[src/rtl/dma_engine.sv]
// Memory-to-memory copy engine for dma_wrapper_m.
// A copy of i_len words is split into bursts of up to BURST_MAX beats. Each burst is read
// into a local FIFO, then written back out. Only one burst is in flight at a time.
module dma_engine #(
  parameter int unsigned ADDR_W    = 32,
  parameter int unsigned DATA_W    = 32,
  parameter int unsigned LEN_W     = 4,
  parameter int unsigned BURST_MAX = 16,
  parameter int unsigned CNT_W     = 16
) (
  input  logic              ACLK,
  input  logic              ARESET,
  // control register side
  input  logic              i_start,
  input  logic [ADDR_W-1:0] i_src_addr,
  input  logic [ADDR_W-1:0] i_dst_addr,
  input  logic [CNT_W-1:0]  i_len,
  output logic              o_busy,
  output logic              o_done,
  // read burst side
  output logic              o_DMA_READ,
  output logic [ADDR_W-1:0] o_DMA_ARADDR,
  output logic [LEN_W-1:0]  o_DMA_ARLEN,
  input  logic              i_DMA_RNEW,
  input  logic [DATA_W-1:0] i_DMA_RDATA,
  // write burst side
  output logic              o_DMA_WRITE,
  output logic [ADDR_W-1:0] o_DMA_AWADDR,
  output logic [LEN_W-1:0]  o_DMA_AWLEN,
  output logic              o_DMA_WNEW,
  output logic [DATA_W-1:0] o_DMA_WDATA,
  output logic              o_DMA_WLAST,
  input  logic              i_W_HS,
  input  logic              i_DMA_wr_idle
);

  // Beat counts run 0..BURST_MAX inclusive, so they need one bit more than a pointer.
  localparam int unsigned BEAT_W = $clog2(BURST_MAX + 1);
  localparam int unsigned PTR_W  = (BURST_MAX > 1) ? $clog2(BURST_MAX) : 1;

  typedef enum logic [2:0] {
    StIdle,
    StRdReq,
    StRdData,
    StWrReq,
    StWrData,
    StWrWait,
    StDone
  } state_e;

  state_e              r_state;
  logic [ADDR_W-1:0]   r_src;
  logic [ADDR_W-1:0]   r_dst;
  logic [CNT_W-1:0]    r_rem;
  logic [BEAT_W-1:0]   r_beats;
  logic [BEAT_W-1:0]   r_cnt;
  logic                r_read;
  logic                r_write;
  logic                r_done;

  logic [DATA_W-1:0]   r_fifo [BURST_MAX];
  logic [PTR_W-1:0]    r_wr_ptr;
  logic [PTR_W-1:0]    r_rd_ptr;
  logic [BEAT_W-1:0]   r_fcnt;

  logic                w_push;
  logic                w_pop;
  logic                w_fifo_empty;
  logic                w_wnew;
  logic                w_last;
  logic [CNT_W-1:0]    w_rem_next;
  logic [ADDR_W-1:0]   w_step;
  logic [BEAT_W-1:0]   w_beats_m1;

  // Size of the next burst: min(remaining, BURST_MAX).
  function automatic logic [BEAT_W-1:0] f_beats(input logic [CNT_W-1:0] rem);
    if (rem >= CNT_W'(BURST_MAX)) begin
      return BEAT_W'(BURST_MAX);
    end
    return BEAT_W'(rem);
  endfunction

  // Circular pointer increment; depth need not be a power of two.
  function automatic logic [PTR_W-1:0] f_inc(input logic [PTR_W-1:0] p);
    return (p == PTR_W'(BURST_MAX - 1)) ? '0 : p + PTR_W'(1);
  endfunction

  assign w_push       = (r_state == StRdData) && i_DMA_RNEW;
  assign w_fifo_empty = (r_fcnt == '0);
  assign w_wnew       = (r_state == StWrData) && !w_fifo_empty;
  assign w_pop        = w_wnew && i_W_HS;
  assign w_beats_m1   = r_beats - BEAT_W'(1);
  assign w_last       = (r_cnt == w_beats_m1);
  assign w_rem_next   = r_rem - CNT_W'(r_beats);
  assign w_step       = ADDR_W'({r_beats, 2'b00});

  // FIFO storage; contents need no reset because the output is gated by o_DMA_WNEW.
  always_ff @(posedge ACLK) begin
    if (w_push) begin
      r_fifo[r_wr_ptr] <= i_DMA_RDATA;
    end
  end

  // FIFO pointers and occupancy; push and pop never coincide (different states).
  always_ff @(posedge ACLK or posedge ARESET) begin
    if (ARESET) begin
      r_wr_ptr <= '0;
      r_rd_ptr <= '0;
      r_fcnt   <= '0;
    end else begin
      if (w_push) begin
        r_wr_ptr <= f_inc(r_wr_ptr);
      end
      if (w_pop) begin
        r_rd_ptr <= f_inc(r_rd_ptr);
      end
      if (w_push && !w_pop) begin
        r_fcnt <= r_fcnt + BEAT_W'(1);
      end else if (w_pop && !w_push) begin
        r_fcnt <= r_fcnt - BEAT_W'(1);
      end
    end
  end

  // Copy sequencer with registered request/done pulses.
  always_ff @(posedge ACLK or posedge ARESET) begin
    if (ARESET) begin
      r_state <= StIdle;
      r_src   <= '0;
      r_dst   <= '0;
      r_rem   <= '0;
      r_beats <= '0;
      r_cnt   <= '0;
      r_read  <= 1'b0;
      r_write <= 1'b0;
      r_done  <= 1'b0;
    end else begin
      unique case (r_state)
        StIdle: begin
          if (i_start) begin
            r_src   <= i_src_addr;
            r_dst   <= i_dst_addr;
            r_rem   <= i_len;
            r_beats <= f_beats(i_len);
            r_cnt   <= '0;
            if (i_len == '0) begin
              r_done  <= 1'b1;
              r_state <= StDone;
            end else begin
              r_read  <= 1'b1;
              r_state <= StRdReq;
            end
          end
        end
        StRdReq: begin
          r_read  <= 1'b0;
          r_state <= StRdData;
        end
        StRdData: begin
          if (w_push) begin
            if (w_last) begin
              r_cnt   <= '0;
              r_state <= StWrReq;
            end else begin
              r_cnt <= r_cnt + BEAT_W'(1);
            end
          end
        end
        StWrReq: begin
          // Request is raised once the wrapper is idle, held one cycle, then data follows.
          if (r_write) begin
            r_write <= 1'b0;
            r_state <= StWrData;
          end else if (i_DMA_wr_idle) begin
            r_write <= 1'b1;
          end
        end
        StWrData: begin
          if (w_pop) begin
            if (w_last) begin
              r_cnt   <= '0;
              r_state <= StWrWait;
            end else begin
              r_cnt <= r_cnt + BEAT_W'(1);
            end
          end
        end
        StWrWait: begin
          // Wrapper idle again means the write response has come back.
          if (i_DMA_wr_idle) begin
            r_src   <= r_src + w_step;
            r_dst   <= r_dst + w_step;
            r_rem   <= w_rem_next;
            r_beats <= f_beats(w_rem_next);
            if (w_rem_next == '0) begin
              r_done  <= 1'b1;
              r_state <= StDone;
            end else begin
              r_read  <= 1'b1;
              r_state <= StRdReq;
            end
          end
        end
        StDone: begin
          r_done  <= 1'b0;
          r_state <= StIdle;
        end
        default: begin
          r_state <= StIdle;
        end
      endcase
    end
  end

  assign o_busy       = (r_state != StIdle);
  assign o_done       = r_done;

  // Address/length buses are zero outside their request pulse.
  assign o_DMA_READ   = r_read;
  assign o_DMA_ARADDR = r_read ? r_src : '0;
  assign o_DMA_ARLEN  = r_read ? LEN_W'(w_beats_m1) : '0;

  assign o_DMA_WRITE  = r_write;
  assign o_DMA_AWADDR = r_write ? r_dst : '0;
  assign o_DMA_AWLEN  = r_write ? LEN_W'(w_beats_m1) : '0;

  assign o_DMA_WNEW   = w_wnew;
  assign o_DMA_WDATA  = w_wnew ? r_fifo[r_rd_ptr] : '0;
  assign o_DMA_WLAST  = w_wnew && w_last;

endmodule

[config.mk]
export PLATFORM = sky130hd
export DESIGN_NAME = dma_engine
export DESIGN_NICKNAME = d
export VERILOG_FILES = /design/src/rtl/dma_engine.sv
export SDC_FILE = /design/constraint.sdc
export NUM_CORES = 1
export LEC_CHECK = 0
export ABC_CLOCK_PERIOD_IN_PS = 10500
export BUFFER_PORTS_ARGS = -buffer_cell sky130_fd_sc_hd__buf_4
export CAP_MARGIN = 5
export CORE_MARGIN = 2
export CORE_UTILIZATION = 50
export DETAILED_ROUTE_END_ITERATION = 7
export GPL_TIMING_DRIVEN = 1
export PLACE_DENSITY = 0.69
export SLEW_MARGIN = 20
export SYNTH_ARGS = -nofsm -noshare
export SYNTH_HDL_FRONTEND = slang
export SYNTH_SLANG_ARGS = --single-unit
[constraint.sdc]
create_clock -name ACLK -period 10.5 [get_ports ACLK]
set_input_delay 1.05 -clock ACLK [delete_from_list [all_inputs] [get_ports ACLK]]
set_output_delay 1.05 -clock ACLK [all_outputs]
set_load 0.005 [all_outputs]
==> results of run 1 <==
final timing paths:
| kind | slack [ns] | end | depth (start not counted) |
|---|---|---|---|
| max in group asynchronous | 8.54 | r_rd_ptr[0] | 3 |
| hold reg to reg | 0.47 | r_fcnt[4] | 1 |
| setup / recovery | 5.52 | o_DMA_WDATA[29] | 5 |
| hold / removal | 0.47 | r_fcnt[4] | 1 |
| min in group asynchronous | 0.52 | r_src[1] | 2 |
| setup reg to reg | 6.75 | r_fcnt[4] | 13 |
per-stage QoR:
stage / instances / utilization, % / setup slack [ns] / hold slack (ns) / area, µm²
global placement: 2568 / 55.32 / 6.061 / 0.4559 / 29830
CTS: 2687 / 59.20 / 5.374 / 0.4782 / 31920
detailed placement: 2568 / 55.32 / 6.066 / 0.4654 / 29830
floorplan: 1716 / - / 6.201 / 0.4333 / 27350
finish: 2687 / 59.21 / 5.522 / 0.4722 / 31920
global route: 2687 / 59.21 / 5.252 / 0.5204 / 31920
synth_stat cells, types with 5 or more instances:
| master | n | share of area, % |
|---|---|---|
| a211oi_1 | 12 | 0.33 |
| a21o_1 | 9 | 0.25 |
| a21oi_1 | 55 | 1.0 |
| a22oi_1 | 7 | 0.19 |
| a2bb2oi_1 | 18 | 0.58 |
| a311oi_1 | 5 | 0.16 |
| a32oi_1 | 8 | 0.26 |
| and2_1 | 74 | 1.7 |
| and3_1 | 23 | 0.53 |
| buf_1 | 9 | 0.12 |
| buf_2 | 10 | 0.18 |
| clkbuf_1 | 80 | 1.1 |
| dfrtp_1 | 109 | 10 |
| edfxtp_1 | 512 | 56 |
| ha_1 | 26 | 1.2 |
| inv_1 | 33 | 0.45 |
| mux2i_1 | 11 | 0.40 |
| mux4_2 | 160 | 13 |
| nand2_1 | 110 | 1.5 |
| nand3_1 | 35 | 0.64 |
| nand4_1 | 11 | 0.25 |
| nor2_1 | 68 | 0.93 |
| nor2b_1 | 45 | 1.0 |
| nor3_1 | 29 | 0.53 |
| nor3b_1 | 8 | 0.22 |
| nor4_1 | 9 | 0.21 |
| o2111ai_1 | 8 | 0.26 |
| o211ai_1 | 19 | 0.52 |
| o21a_1 | 7 | 0.19 |
| o21ai_0 | 55 | 1.0 |
| o22ai_1 | 25 | 0.57 |
| o311ai_0 | 8 | 0.26 |
| o41ai_1 | 5 | 0.16 |
| or4_1 | 11 | 0.30 |
| xnor2_1 | 12 | 0.38 |
| xor2_1 | 7 | 0.22 |
kinds of logic (layout without fill, tap and decap cells):
family,Yosys count,in the layout,share of synthesized area (%)
buffers and inverters,139,414,2.077
adders and majority gates,30,30,1.482
and+or+nand+nor,446,446,8.646
DFF,621,621,66.19
xor gates and xnor gates,19,19,0.6084
AOI/OAI and AO/OA,288,288,7.338
muxes,173,173,13.66
cell type report:
type | instances | area share (%)
flip-flops and latches | 621 | 56.74
clock inverters | 38 | 1.121
well taps | 696 | 2.728
multi-input cells | 956 | 27.42
inverters | 34 | 0.4076
clock buffers | 81 | 5.448
repair buffers | 261 | 6.138
flip-flops by register name, summed over array words and instances (netlist names):
register / cells
r_wr_ptr: 4
r_src: 32
r_beats: 5
r_rem: 16
r_rd_ptr: 4
r_dst: 32
r_cnt: 5
o_DMA_READ: 1
o_done: 1
o_DMA_WRITE: 1
r_fifo: 512
r_state: 3
r_fcnt: 5
per-layer routing:
metal / wire (µm) / global-route usage (%) / vias up
met5: 13 / 0 / -
met4: 2023 / 8.957 / 2
met3: 5473 / 4.581 / 138
met2: 33660 / 40.42 / 796
met1: 26840 / 32.18 / 8493
li1: - / - / 7290
power by group:
group / switching (mW) / internal (mW) / leakage (nW) / total (mW)
clock: 0.962 / 1.31 / 1.02 / 2.27
combinational: 1.16 / 1.23 / 4.19 / 2.39
sequential: 0.389 / 2.95 / 5.89 / 3.34
critical path, cell delays in order, from the launching register on:
cell and delay [ns]:
dfrtp_4 0.91, buf_4 0.89, mux4_2 0.65, mux4_2 0.53, nor2b_1 0.15, buf_4 0.16
==> impl_metrics.csv, run 1 <==
group,metric,value,unit
run_status,outcome,"completed",
floorplanning,die_y,237.9,µm
floorplanning,design.die.area,56590,µm²
critical_path,end_kind,"output port",
cells_and_area,final_cell_mix,"512 x edfxtp_1, 261 x buf_4, 160 x mux4_2",
critical_path,crit_arrival,3.93,ns
power_and_ir_drop,total_leakage_power,11.10,nW
routing,wire_per_inst,25.31,µm
sta,setup_violations,0,
hold_path,min_path_type,"flip-flop to flip-flop",
cells_and_area,n_antenna_cell,0,
floorplanning,core_area,53920,µm²
critical_path,cp_max_fo,50,
sta,post-route-period-util,47.41,%
routing,dr.pass1.iters,5,
clock_network,cts.clk_slew.worst_paths,0.05,ns
sta,slew-limit-headroom,30.38,%
critical_path,r2r-start,"r_state[2]",
clock_network,cts_hold_buf,0,
routing,vias,16720,
floorplanning,die_w,237.9,µm
sta,tns,0,ns
floorplanning,num_rows,85,
power_and_ir_drop,p_total,8.003,mW
job,drv_cap,0,
synthesis,netlist_area,27350,µm²
critical_path,cp.required,9.45,ns
routing,drc_errors,0,
clock_network,cts_max_path_buffers,3,
routing,first_iter_violations,1725,
sta,slew_viol_final,0,
clock_network,cts_tree,"done",
global_routing,grt_pass1_wl,102.7,mm
synthesis,synth_nets,1864,
global_routing,grtUsageTotal,24.29,%
critical_path,crit_path_start_kind,"flip-flop",
clock_network,clk-insertion-delay-late,0.60,ns
sta,fmax,200.9,MHz
sta,clock_skew,0.01054,ns
routing,postRouteWirelength,68.01,mm
floorplanning,io_pins,228,
cells_and_area,area.sequential,18110,µm²
synthesis,synthFlopType,"edfxtp_1",
global_routing,grt_max_degree,92,
placed_design,io_buffers,227,
synthesis,syn-instance-count,1716,
global_routing,overflow,0,
critical_path,timing.critical_path.from,"r_rd_ptr[0]",
synthesis,synth_edf_count,512,
placed_design,dp_hpwl,38.87,mm
clock_network,postCtsSetupRepairBufs,0,
sta,rsz0062_at_grt,"no",
global_routing,antenna_found_initial,1,
floorplanning,start_util,50.72,%
synthesis,synth-seq-cells,621,
critical_path,path_class,"flip-flop to output port",
cells_and_area,fin_nets,2089,
clock_network,htreeDepth,3,
clock_network,root_buffer,"clkbuf_16",
power_and_ir_drop,powerDensity,250.7,nW/µm²
clock_network,cts_resized,0,
synthesis,syn_avg_cell_area,15.94,µm²
synthesis,yosys_warnings,0,
global_routing,grt_pass1_vias,16650,
sta,min_period,4.978,ns
routing,drt-vias-per-instance,6.222,
cells_and_area,final_common_cell,"edfxtp_1",
synthesis,async_flop_share,17.55,%
synthesis,ys_seq_area_share,66.19,%
placed_design,gp_congestion,0.9153,
cells_and_area,drive_above_1_share,27.98,%
cells_and_area,multi_input_area,8753,µm²
clock_network,cts_buffers,67,
cells_and_area,area_growth_syn_to_layout,16.73,%
sta,final_hold_viol_count,0,
sta,worst_slew_pin_slew,1.044,ns
power_and_ir_drop,peakVddDrop,0.1802,mV
cells_and_area,n_fill_cell,4068,
routing,antenna_left,0,
clock_network,cts.sinks,621,
synthesis,synth_cell_types,79,
hold_path,hp-start,"r_fcnt[4]",
Note: power is estimated with default switching activity, not from simulation.
==> run 2, diff against run 1 <==
Settings changed: ABC_AREA set to 1, ABC_CLOCK_PERIOD_IN_PS 10500 to 4700, PLACE_DENSITY 0.69 to 0.68.
Clock period 10.5 ns to 4.7 ns, I/O delays scaled along.
==> run 2 against run 1 <==
Effect of this change: worst hold slack lost 0.35 ns; synthesized cell count up 60%; flip-flop and latch count stayed put; final cell count rose by 39%; non-clock buffer count up 11; register-to-register slack lost 5.1 ns; critical path depth is 4 higher; combinational power rose to 2.9 times the previous value; sequential share of layout area is 2.0 points lower; synthesized area increased by 4.1%; highest routed layer unchanged.
==> impl_metrics.csv, run 2 <==
group,metric,value,unit
global_routing,grt_pass1_vias,20800,
routing,antenna_left,0,
clock_network,cts_resized,0,
synthesis,synthMostInstantiatedCell,"edfxtp_1",
global_routing,grt_pass1_wl,118.1,mm
clock_network,htreeDepth,3,
sta,clock_skew,0.02283,ns
synthesis,synth_top_area_share,54.03,%
critical_path,regToRegSetupSlack,1.63,ns
global_routing,grtUsageTotal,25.49,%
clock_network,cts_hold_buf,1,
synthesis,ys_seq_area_share,63.61,%
synthesis,synthFlopType,"edfxtp_1",
floorplanning,die_y,242.6,µm
routing,first_iter_violations,2152,
job,drv_cap,0,
power_and_ir_drop,powerDensity,580.7,nW/µm²
synthesis,synth_area_leaders,"edfxtp_1 54%, dfrtp_1 9.6%, nand2_1 6.4%, nor2_1 5.9%, o21ai_0 4.1%",
critical_path,path_class,"flip-flop to output port",
sta,min_period,4.023,ns
synthesis,synth_common_cells,"512 x edfxtp_1, 484 x nand2_1, 449 x nor2_1",
global_routing,overflow,0,
cells_and_area,drive_above_1_share,13.89,%
critical_path,cp_max_fo,122,
power_and_ir_drop,p_total,19.22,mW
cells_and_area,largest_reg_flops,512,
global_routing,antenna_found_initial,3,
clock_network,postCtsSetupRepairBufs,0,
floorplanning,num_rows,87,
power_and_ir_drop,total_leakage_power,12.91,nW
synthesis,netlist_area,28460,µm²
power_and_ir_drop,peakVddDrop,0.4761,mV
synthesis,yosys.area.top_type,"edfxtp_1",
clock_network,cts_tree,"done",
routing,postRouteWirelength,76.19,mm
sta,fmax,248.6,MHz
placed_design,dp_hpwl,46.05,mm
synthesis,yosys_warnings,0,
synthesis,synth_cell_types,50,
routing,vias,21400,
sta,final_hold_viol_count,0,
critical_path,crit_path_start_kind,"flip-flop",
cells_and_area,area_growth_syn_to_layout,16.28,%
routing,drc_errors,0,
clock_network,cts_buffers,67,
hold_path,min_path_type,"input port to flip-flop",
critical_path,cp.required,4.23,ns
floorplanning,start_util,50.57,%
clock_network,clk-insertion-delay-late,0.60,ns
synthesis,synth_nets,2889,
sta,post-route-period-util,85.60,%
synthesis,synth_edf_count,512,
placed_design,gp_congestion,0.9232,
cells_and_area,regMostFlops,"r_fifo",
cells_and_area,reg_top3,"r_fifo x512, r_dst x32, r_src x32",
clock_network,root_buffer,"clkbuf_16",
sta,slew-limit-headroom,26.24,%
routing,dr.pass1.iters,8,
cells_and_area,final_common_cell,"edfxtp_1",
floorplanning,design.die.area,58840,µm²
routing,drt-vias-per-instance,5.724,
routing,wire_per_inst,20.38,µm
sta,slew_viol_final,0,
sta,tns,0,ns
floorplanning,core_area,56280,µm²
run_status,outcome,"completed",
global_routing,grt_max_degree,168,
cells_and_area,final_cell_mix,"512 x edfxtp_1, 484 x nand2_1, 433 x nor2_1",
synthesis,syn-instance-count,2741,
floorplanning,die_w,242.6,µm
placed_design,io_buffers,227,
synthesis,async_flop_share,17.55,%
clock_network,cts_max_path_buffers,3,
clock_network,cts.clk_slew.worst_paths,0.06,ns
critical_path,crit_arrival,3.55,ns
sta,setup_violations,0,
floorplanning,io_pins,228,
sta,rsz0062_at_grt,"no",
clock_network,cts.sinks,621,
synthesis,synth-seq-cells,621,
critical_path,crit_chain,"inv_6 > buf_4 > nor2_1 > o32ai_1 > o21ai_0 > nand2_1 > nand2_1 > a31oi_1 > buf_4",
cells_and_area,fin_nets,3079,
critical_path,cp_slowest_stage_delay,0.80,ns
critical_path,end_kind,"output port",
synthesis,syn_avg_cell_area,10.38,µm²
critical_path,cp_slowest_cell,"inv_6",
sta,worst_slew_pin_slew,1.104,ns
[run 2: cell count changes in the layout (fill, tap and decap cells not counted), moves of 22 or more]
cell | previous run | this run
nand4_1 | 11 | 33
a31oi_1 | 4 | 33
inv_1 | 32 | 220
and2_1 | 68 | 0
nand2_1 | 110 | 484
o21ai_0 | 54 | 233
o221ai_1 | 0 | 33
mux4_2 | 160 | 0
nand3_1 | 34 | 84
nor2b_1 | 45 | 0
o32ai_1 | 4 | 97
nor2_1 | 66 | 433
[run 2: cell families after synthesis]
group / Yosys count / share of synthesized area, %
buffers and inverters: 378 / 5.192
muxes: 32 / 1.126
DFF: 621 / 63.61
and+or+nand+nor: 1107 / 15.81
xor gates and xnor gates: 28 / 0.8617
AOI/OAI and AO/OA: 545 / 11.97
adders and majority gates: 30 / 1.424
[run 2: worst paths after layout]
check                                   start              end  depth (start not counted)
worst min-delay path            i_dst_addr[1]         r_dst[1]                          3
min in group asynchronous              ARESET        r_src[27]                          3
worst max register to register     r_beats[0]        r_src[28]                         15
worst min register to register         o_done           o_done                          2
worst max-delay path              r_rd_ptr[0]  o_DMA_WDATA[20]                          9
max in group asynchronous              ARESET      r_rd_ptr[2]                          4
[run 2: final cells by class]
| cell class | count | area, µm² |
|---|---|---|
| Clock buffer | 97 | 1891 |
| Fill cell | 4623 | 23180 |
| Inverter | 227 | 859.6 |
| Multi-Input combinational cell | 1742 | 8999 |
| Antenna cell | 1 | 2.502 |
| Clock inverter | 22 | 198.9 |
| Timing Repair Buffer | 272 | 2082 |
| Tap cell | 756 | 945.9 |
| Sequential cell | 621 | 18110 |
[run 2: where the power goes]
part / internal, mW / switching (mW)
Combinational: 2.48 / 4.34
Sequential: 6.53 / 0.813
Clock: 2.92 / 2.14
[run 2: metal layers]
metal	track usage [%]	wire, µm	share of wire (%)	vias to the layer above
met5	0	33	0.043	-
met2	42.56	36740	48	763
met4	7.723	2089	2.7	4
met3	4.876	5035	6.6	138
met1	33.97	32290	42	10480
li1	-	-	-	10010
[run 2: worst max-delay path: cells and delay by family, from the launching register on]
family | cells | cell delay, ns
flops | 1 | 0.68
compound gates | 3 | 0.62
buf+inv | 3 | 1.35
simple gates | 3 | 0.24
[run 2: through the flow]
step	instance area [µm²]	hold slack [ns]	util, %	setup slack [ns]	std cells
after global placement	30990	0.4590	55.07	1.428	3617
final	33090	0.1227	58.80	0.6768	3738
after global routing	33090	0.1187	58.80	0.4300	3738
after floorplan	28460	0.4426	-	1.356	2741
after CTS	33090	0.09471	58.80	0.6739	3737
after detailed placement	30990	0.4603	55.07	1.332	3617
